===== src/rtl/uart_rx_fifo.sv =====
`default_nettype none
// ============================================================================
// Module   : uart_rx_fifo
// Purpose  : Serial receive front end for the CPU ser_rx path.
//            - Synchronises the asynchronous rx pin through two flops.
//            - Deserialises 8N1 frames at a fixed baud divisor.
//            - Buffers received bytes in a small circular FIFO.
//            - Provides a show-ahead read port and sticky error flags.
// Build    : Define UART_RX_PARITY_EN to receive 8E1 frames.
//            A PARITY state then follows DATA. The default build
//            receives 8N1 frames only.
// Ports    : clk        system clock; all logic runs on the rising edge
//            resetn     asynchronous, active-low reset
//            rx         raw serial input; idles high; asynchronous to clk
//            rd_en      pops the head byte this cycle
//            rd_data    head byte (show-ahead); 8'h00 when empty
//            rd_valid   FIFO not empty
//            count      number of bytes held, 0..2**FIFO_AW
//            overrun    sticky; a byte was dropped because the FIFO was full
//            frame_err  sticky; a bad stop bit or parity bit was sampled
//            clr_err    clears overrun and frame_err
// Revision : 1.0 - initial release
// ============================================================================
module uart_rx_fifo #(
  parameter int CLKS_PER_BIT = 434,
  parameter int FIFO_AW      = 3
) (
  input  logic               clk,
  input  logic               resetn,
  input  logic               rx,
  input  logic               rd_en,
  output logic [7:0]         rd_data,
  output logic               rd_valid,
  output logic [FIFO_AW:0]   count,
  output logic               overrun,
  output logic               frame_err,
  input  logic               clr_err
);

  localparam int                c_CW    = $clog2(CLKS_PER_BIT);
  localparam logic [c_CW-1:0]   c_FULL  = c_CW'(CLKS_PER_BIT - 1);
  localparam logic [c_CW-1:0]   c_HALF  = c_CW'(CLKS_PER_BIT / 2 - 1);
  localparam int                c_DEPTH = 2 ** FIFO_AW;

  typedef enum logic [2:0] {
    S_IDLE   = 3'd0,
    S_START  = 3'd1,
    S_DATA   = 3'd2,
    S_STOP   = 3'd3,
    S_BREAK  = 3'd4
`ifdef UART_RX_PARITY_EN
    ,S_PARITY = 3'd5
`endif
  } state_t;

  // --------------------------------------------------------------------------
  // Input synchroniser and falling-edge detect.
  // All three flops reset high, which is the idle level of the line.
  // --------------------------------------------------------------------------
  logic r_rx_meta;
  logic r_rx_sync;
  logic r_rx_prev;
  logic w_fall;

  always_ff @(posedge clk or negedge resetn) begin
    if (!resetn) begin
      r_rx_meta <= 1'b1;
      r_rx_sync <= 1'b1;
      r_rx_prev <= 1'b1;
    end else begin
      r_rx_meta <= rx;
      r_rx_sync <= r_rx_meta;
      r_rx_prev <= r_rx_sync;
    end
  end

  assign w_fall = r_rx_prev & ~r_rx_sync;

  // --------------------------------------------------------------------------
  // Receive FSM.
  // The baud and bit counters are cleared on every state transition.
  // START samples at the mid-point of the start bit. Every later sample then
  // falls a whole bit period further on, which is the centre of each bit.
  // --------------------------------------------------------------------------
  state_t          r_state;
  logic [c_CW-1:0] r_baud;
  logic [2:0]      r_bit;
  logic [7:0]      r_shift;
  logic            r_push;
  logic            r_frame_err;
`ifdef UART_RX_PARITY_EN
  logic            r_par_bad;
`endif

  always_ff @(posedge clk or negedge resetn) begin
    if (!resetn) begin
      r_state     <= S_IDLE;
      r_baud      <= '0;
      r_bit       <= '0;
      r_shift     <= '0;
      r_push      <= 1'b0;
      r_frame_err <= 1'b0;
`ifdef UART_RX_PARITY_EN
      r_par_bad   <= 1'b0;
`endif
    end else begin
      r_push <= 1'b0;
      // A set in the same cycle is assigned later below, so the set wins.
      if (clr_err) begin
        r_frame_err <= 1'b0;
      end
      case (r_state)
        S_IDLE: begin
          r_baud <= '0;
          r_bit  <= '0;
          if (w_fall) begin
            r_state <= S_START;
          end
        end
        S_START: begin
          if (r_baud == c_HALF) begin
            r_baud  <= '0;
            r_bit   <= '0;
            // A line that is high again at mid-bit was a glitch. Drop it silently.
            r_state <= r_rx_sync ? S_IDLE : S_DATA;
          end else begin
            r_baud <= r_baud + 1'b1;
          end
        end
        S_DATA: begin
          if (r_baud == c_FULL) begin
            r_baud  <= '0;
            r_shift <= {r_rx_sync, r_shift[7:1]};
            if (r_bit == 3'd7) begin
              r_bit   <= '0;
`ifdef UART_RX_PARITY_EN
              r_state <= S_PARITY;
`else
              r_state <= S_STOP;
`endif
            end else begin
              r_bit <= r_bit + 1'b1;
            end
          end else begin
            r_baud <= r_baud + 1'b1;
          end
        end
`ifdef UART_RX_PARITY_EN
        S_PARITY: begin
          if (r_baud == c_FULL) begin
            r_baud  <= '0;
            r_bit   <= '0;
            r_state <= S_STOP;
            if (r_rx_sync != (^r_shift)) begin
              r_par_bad   <= 1'b1;
              r_frame_err <= 1'b1;
            end else begin
              r_par_bad <= 1'b0;
            end
          end else begin
            r_baud <= r_baud + 1'b1;
          end
        end
`endif
        S_STOP: begin
          if (r_baud == c_FULL) begin
            r_baud <= '0;
            r_bit  <= '0;
            if (r_rx_sync) begin
              r_state <= S_IDLE;
`ifdef UART_RX_PARITY_EN
              r_push  <= ~r_par_bad;
`else
              r_push  <= 1'b1;
`endif
            end else begin
              r_frame_err <= 1'b1;
              r_state     <= S_BREAK;
            end
          end else begin
            r_baud <= r_baud + 1'b1;
          end
        end
        S_BREAK: begin
          r_baud <= '0;
          r_bit  <= '0;
          if (r_rx_sync) begin
            r_state <= S_IDLE;
          end
        end
        default: begin
          r_state <= S_IDLE;
          r_baud  <= '0;
          r_bit   <= '0;
        end
      endcase
    end
  end

  // --------------------------------------------------------------------------
  // FIFO.
  // The pointers carry one extra wrap bit, which tells full apart from empty.
  // When the FIFO is full, the write slot and the read slot are the same slot.
  // A simultaneous push and pop is still correct in that case: the head is
  // read combinationally before the clock edge overwrites it.
  // --------------------------------------------------------------------------
  logic [7:0]       r_mem [0:c_DEPTH-1];
  logic [FIFO_AW:0] r_wr;
  logic [FIFO_AW:0] r_rd;
  logic             r_overrun;
  logic             w_empty;
  logic             w_full;
  logic             w_pop;
  logic             w_wr;

  assign w_empty = (r_wr == r_rd);
  assign w_full  = (r_wr[FIFO_AW] != r_rd[FIFO_AW]) &&
                   (r_wr[FIFO_AW-1:0] == r_rd[FIFO_AW-1:0]);
  assign w_pop   = rd_en & ~w_empty;
  assign w_wr    = r_push & (~w_full | w_pop);

  always_ff @(posedge clk) begin
    if (w_wr) begin
      r_mem[r_wr[FIFO_AW-1:0]] <= r_shift;
    end
  end

  always_ff @(posedge clk or negedge resetn) begin
    if (!resetn) begin
      r_wr      <= '0;
      r_rd      <= '0;
      r_overrun <= 1'b0;
    end else begin
      if (w_wr) begin
        r_wr <= r_wr + 1'b1;
      end
      if (w_pop) begin
        r_rd <= r_rd + 1'b1;
      end
      if (clr_err) begin
        r_overrun <= 1'b0;
      end
      if (r_push && w_full && !w_pop) begin
        r_overrun <= 1'b1;
      end
    end
  end

  assign rd_data   = w_empty ? 8'h00 : r_mem[r_rd[FIFO_AW-1:0]];
  assign rd_valid  = ~w_empty;
  assign count     = r_wr - r_rd;
  assign overrun   = r_overrun;
  assign frame_err = r_frame_err;

endmodule
`default_nettype wire


===== config.mk =====
export PLATFORM = sky130hd
export DESIGN_NAME = uart_rx_fifo
export DESIGN_NICKNAME = d
export VERILOG_FILES = /design/src/rtl/uart_rx_fifo.sv
export SDC_FILE = /design/constraint.sdc
export NUM_CORES = 1
export LEC_CHECK = 0
export CORE_MARGIN = 2
export CORE_UTILIZATION = 59
export DETAILED_ROUTE_END_ITERATION = 10
export PLACE_DENSITY = 0.87
export SYNTH_ARGS = -nofsm -noshare
export SYNTH_HDL_FRONTEND = slang
export SYNTH_SLANG_ARGS = --single-unit

===== constraint.sdc =====
create_clock -name clk -period 3.1 [get_ports clk]
set_input_delay 0.31 -clock clk [delete_from_list [all_inputs] [get_ports clk]]
set_output_delay 0.31 -clock clk [all_outputs]
set_load 0.005 [all_outputs]

Yosys cells after proc, flatten, opt, wreduce, memory -nomap -nowiden
Memories as Yosys holds them, arrays and structs flattened.
Cells that the tools add are included.
{"block": "totals", "reg_bits": 37, "out_inout_bits": 15, "mem_count": 1, "inputBits": 5, "ram_bits": 64, "elab_cells": 80}
{"name": "r_mem", "words": 8, "width": 8, "read_ports": 1, "rd_ports_with_merged_regs": 0, "write_ports": 1, "line_no": "207", "rtl": "logic [7:0] r_mem [0:c_DEPTH-1];"}
{"block": "op_classes", "n_reduce_logical": 10, "bitwise_logic": 7, "eq_ne": 16, "add_sub_neg": 5, "muxes": 29}
{"op": "3-bit two-way mux", "count": 11}
{"op": "9-bit two-way mux", "count": 2}
{"op": "9-bit case mux with 2 select lines", "count": 1}
{"op": "3-bit case mux with 5 select lines", "count": 1}
{"op": "2-bit != test, second input constant", "count": 6}
{"op": "1-bit two-way mux", "count": 11}
{"op": "9-bit by 1-bit adder with 9-bit output, second input constant", "count": 1}
{"op": "9-bit by 8-bit == test with 1-bit output, second input constant", "count": 1}
{"op": "9-bit == test, second input constant", "count": 1}
{"op": "3-bit case mux with 3 select lines", "count": 1}
{"op": "4-bit by 1-bit adder with 4-bit output, second input constant", "count": 2}
{"op": "8-bit two-way mux", "count": 1}
{"op": "3-bit by 2-bit == test with 1-bit output, second input constant", "count": 2}
{"op": "3-bit == test, second input constant", "count": 2}
{"op": "6-bit AND reduction", "count": 1}
{"op": "4-bit == test", "count": 1}
{"op": "4-bit subtractor", "count": 1}
{"op": "3-bit by 1-bit adder with 3-bit output, second input constant", "count": 1}
{"op": "1-bit bitwise AND", "count": 3}
{"op": "3-bit by 1-bit == test with 1-bit output, second input constant", "count": 1}
{"op": "3-bit == test", "count": 1}
{"op": "1-bit logical AND", "count": 3}
{"op": "3-bit zero test", "count": 1}
{"op": "1-bit inverter", "count": 3}
{"op": "other kinds (8)", "count": 8}

Longest topological paths before layout
{"block": "logic_depth", "ltp_word": 7, "mapped_depth": 9, "mapped_depth_nobuf": 6}

Least setup slack after synthesis
OpenSTA, ideal clock, no wires.
{"block": "synth_path", "kind": "register -> register", "from": "reg r_rd[1]", "to": "mem r_mem[0][0], enable pin", "setup_time_ns": 0.395, "synth_period_minus_slack_ns": 2.866, "required_ns": 2.705, "arrival_time_ns": 2.472, "path_stages_with_launch": 9, "path_buffers": 2, "setup_slack_ns": 0.234, "cell_sequence": "dfrtp_1 buf_2 buf_1 inv_1 ha_1 nand3_1 or3_1 nand2_1 nor4_1"}
{"block": "synth_via", "elab_chain_len": 7, "elab_cells_between_ends": 10, "cone_classes": "eq/ne (2); mux (2); bitwise (5); reduce/logical (1)"}
{"item": "start: declaration", "line_no": "209", "rtl": "logic [FIFO_AW:0] r_rd;"}
{"item": "start signal: assignment", "line_no": "238", "rtl": "r_rd <= r_rd + 1'b1;"}
{"item": "4-bit == test / 3-bit == test (equally long branches)", "line_no": "216, 218"}
{"item": "1-bit inverter / 1-bit logical AND (equally long branches)", "line_no": "219, 217"}
{"item": "1-bit bitwise AND / 1-bit inverter (equally long branches)", "line_no": "219, 220"}
{"item": "1-bit OR (*)", "line_no": "220", "rtl": "assign w_wr = r_push & (~w_full | w_pop);"}
{"item": "1-bit bitwise AND (*)", "line_no": "220"}
{"item": "1-bit two-way mux (*)", "line_no": "223", "rtl": "if (w_wr) begin"}
{"item": "1-bit two-way mux (implied by the code) (*)", "line_no": "224", "rtl": "r_mem[r_wr[FIFO_AW-1:0]] <= r_shift;"}
{"item": "end: declaration", "line_no": "207"}
Every way passes the cells marked *; elsewhere a longest branch is shown, timed or not.

Worst setup path after layout
{"block": "layout_path", "from": "reg r_rd[2]", "to": "out rd_data[7]"}
{"block": "layout_via", "elab_chain_len": 2, "elab_cells_between_ends": 3, "cone_classes": "eq/ne (1); mux (1); memory (1)"}
{"item": "memory read 8 x 8 bit / 4-bit == test (equally long branches)"}
{"item": "8-bit two-way mux (*)", "line_no": "249", "rtl": "assign rd_data = w_empty ? 8'h00 : r_mem[r_rd[FIFO_AW-1:0]];"}
{"item": "end: declaration", "line_no": "32", "rtl": "output logic [7:0] rd_data,"}
Marked as above.

==> run metrics <==
initial antenna violation count=0; post-CTS setup buffers=0; CP arrival=2.65 ns; register bit total from synthesis=101; Mapped Cells=277; Synth area leaders=edfxtp_1 (45%), dfrtp_1 (20%), mux4_2 (8.5%); hold_buf cts=0; DR pass1 iterations=4; num rows=30; area grow syn2layout=12.13%; clock buffer count from CTS=9; clock share of power=0.307; Final Slew Violations=0; most instantiated library cell after synthesis=edfxtp_1; maxcap violations=0; Clock Skew=0.01028 ns; FFs w/ async S/R, synth=0.3663; RSZ-0062 raised after global routing=false; Routed WL=7571 um; TritonCTS clock tree=yes; post-route ant nets=0; kind of critical path=reg -> out; Lkg Pwr=1.882 nW; cell-internal power=1.945 mW; EDFF count, synth=64; I/O pins=20; Via Count=2352; clock sinks=101; critical path fanouts, max=11; sequential share of power=0.605; fin crit share=0.9551; Post-CTS Resized=0; Reg2Reg Launch Point=r_rd[2]$_DFFE_PN0P_; Layout fillers=465; Setup crit end kind=primary output; register area share after synthesis=0.6691; Wirelength per Cell=18.60 um; status=completed; diodes inserted=0; maximum VDD drop=0.0003782 V; Fin. Hold Viols=0; Rel. slew slack=0.4422; cell taking the most area after synthesis=edfxtp_1; Startpoint Class=register; Total GRT Usage=0.2188; first-pass GRT wire length=12430 um; GRT Residual Overflow=0; Peak Freq=337.7 MHz; combinational power share=0.088; synthesized area per cell=15.38 um^2; die area=7919 um^2; WP data required=2.79 ns; H-tree levels=3; Core ar.=6907 um^2; Ys Warns=0; gpl congestion=0.7890; syn_nets=293; hold crit path type=in -> async; clock tree root buffer cell=clkbuf_8; Vias/cell=5.779; Sum Neg Setup Slack=0 ns; Synth top area share=0.4510; Starting Density=0.6170; port bufs=19; Pwr Density=538.5 nW/um^2; final hold slack=0.04161 ns; Synth top cells by count=edfxtp_1 (64), dfrtp_1 (34), nand2_1 (24), nor2_1 (18), mux4_2 (16); nets@finish=322; main flop type after synthesis=edfxtp_1; Post-Syn Area=4262 um^2; # setup viols final=0; slowest CP cell=dfrtp_1; vias in the first global route=2432; initial drt markers=189; largest net degree at the start of global routing=38; min Tclk post-route=2.961 ns; clock latency on the worst-skew pair=0.36 ns; CP peak stage delay=0.61 ns; DPL Wire Length=5188 um; worst slew pin tran=0.8366 ns; die height=88.99 um; CP Launch Point=r_rd[2]$_DFFE_PN0P_; layout cell share with drive strength beyond 1=0.1833; Clock Tree Buf Depth=2; Critical Path, Cell by Cell=clkinv_1 -> ha_1 -> and4_1 -> a21oi_1 -> clkdlybuf4s50_1; fin util=0.6918; Net Sw Power=0.6277 mW; Net Sw Frac=0.2440; # DRC=0; Die Width=88.99 um; clk slew on worst S/H paths=0.10 ns; Yosys cell types=46
==> path summary, 6_finish.rpt <==
path                                          end  slack, ns  depth (start not counted)
min reg2reg                   r_rx_sync$_DFF_PN1_       0.36                          0
max                                    rd_data[7]       0.14                          5
max reg2reg                 r_mem[3][4]$_DFFE_PP_       0.61                          5
min in group clk              r_rx_meta$_DFF_PN1_       0.35                          1
max in group asynchronous  r_shift[5]$_DFFE_PN0P_       2.52                          1
min                           r_rd[3]$_DFFE_PN0P_       0.04                          1
==> metal layers <==
metal | part of all wire | up-vias | track usage
met3 | 0.047 | 6 | 0.05910
li1 | - | 1077 | -
met1 | 0.40 | 1197 | 0.2683
met4 | 0.0055 | 0 | 0.05427
met2 | 0.55 | 72 | 0.3894
met5 | 0 | - | 0
==> layout by cell type (no fill, tap or decap), types with 2 or more instances in the layout <==
cell	netlist	layout
edfxtp_1	64	64
dfrtp_1	34	34
nand2_1	24	24
nor2_1	18	18
clkdlybuf4s50_1	0	18
mux4_2	16	16
inv_1	14	14
xnor2_1	12	12
a21oi_1	12	12
mux2_2	10	10
ha_1	10	10
clkbuf_8	0	9
nand3_1	8	8
buf_4	2	7
xor2_1	4	4
nor3_1	4	4
and3_1	3	3
clkinvlp_4	0	3
dfstp_2	3	3
nor4bb_1	2	2
and4_1	2	2
nand2b_1	2	2
nor4_1	2	2
o22ai_1	2	2
mux2i_1	2	2
inv_6	0	2
==> registers in the layout (all words and copies together) (netlist names) <==
register / cells
r_baud: 9
frame_err: 1
overrun: 1
r_shift: 8
r_bit: 3
r_rx_sync: 1
r_rx_meta: 1
r_push: 1
r_rx_prev: 1
r_wr: 4
r_rd: 4
r_mem: 64
r_state: 3
==> kinds of logic (layout without fill, tap and decap cells) <==
group,after synthesis,in the layout,share of synthesized area
DFF,101,101,0.6691
and+or+nand+nor,73,73,0.08427
muxes,30,30,0.1218
buffers and inverters,25,59,0.02671
AOI/OAI and AO/OA,21,21,0.03112
xor gates and xnor gates,16,16,0.03288
adders and majority gates,11,11,0.03406
==> through the flow <==
stage	std cells	area, um^2	power (mW)	setup WS (ns)
final	407	4778	2.573	0.1392
after global routing	407	4778	2.703	0.03674
after CTS	407	4778	2.600	0.1475
after detailed placement	391	4586	1.818	0.5685
after global placement	391	4586	1.805	0.6803
after floorplan	277	4262	1.762	0.2338
==> power groups by stage <==
stage / Sequential [mW] / Combinational (mW) / Clock (mW)
2_1_floorplan: 1.57 / 0.194 / 0
3_3_place_gp: 1.58 / 0.221 / 0
3_5_place_dp: 1.59 / 0.230 / 0
4_1_cts: 1.56 / 0.231 / 0.810
5_1_grt: 1.58 / 0.270 / 0.859
6_report: 1.56 / 0.226 / 0.789
==> area by class of cell <==
| type | instances | area, um^2 | share of cell area |
|---|---|---|---|
| Inverter | 16 | 60.06 | 0.01257 |
| Clock buffer | 11 | 152.6 | 0.03195 |
| Clock inverter | 5 | 40.04 | 0.008379 |
| Timing Repair Buffer | 27 | 257.7 | 0.05394 |
| Tap cell | 96 | 120.1 | 0.02514 |
| Sequential cell | 101 | 2851 | 0.5968 |
| Multi-Input combinational cell | 151 | 1296 | 0.2713 |
==> worst max-delay path, delay by kind of cell (launching register included) <==
family          cells  cell delay (ns)
flops               1             0.61
fa+ha+maj           1             0.40
compound gates      1             0.11
simple gates        1             0.54
buf+inv             2             0.63
(Power assumes the default switching activity.)
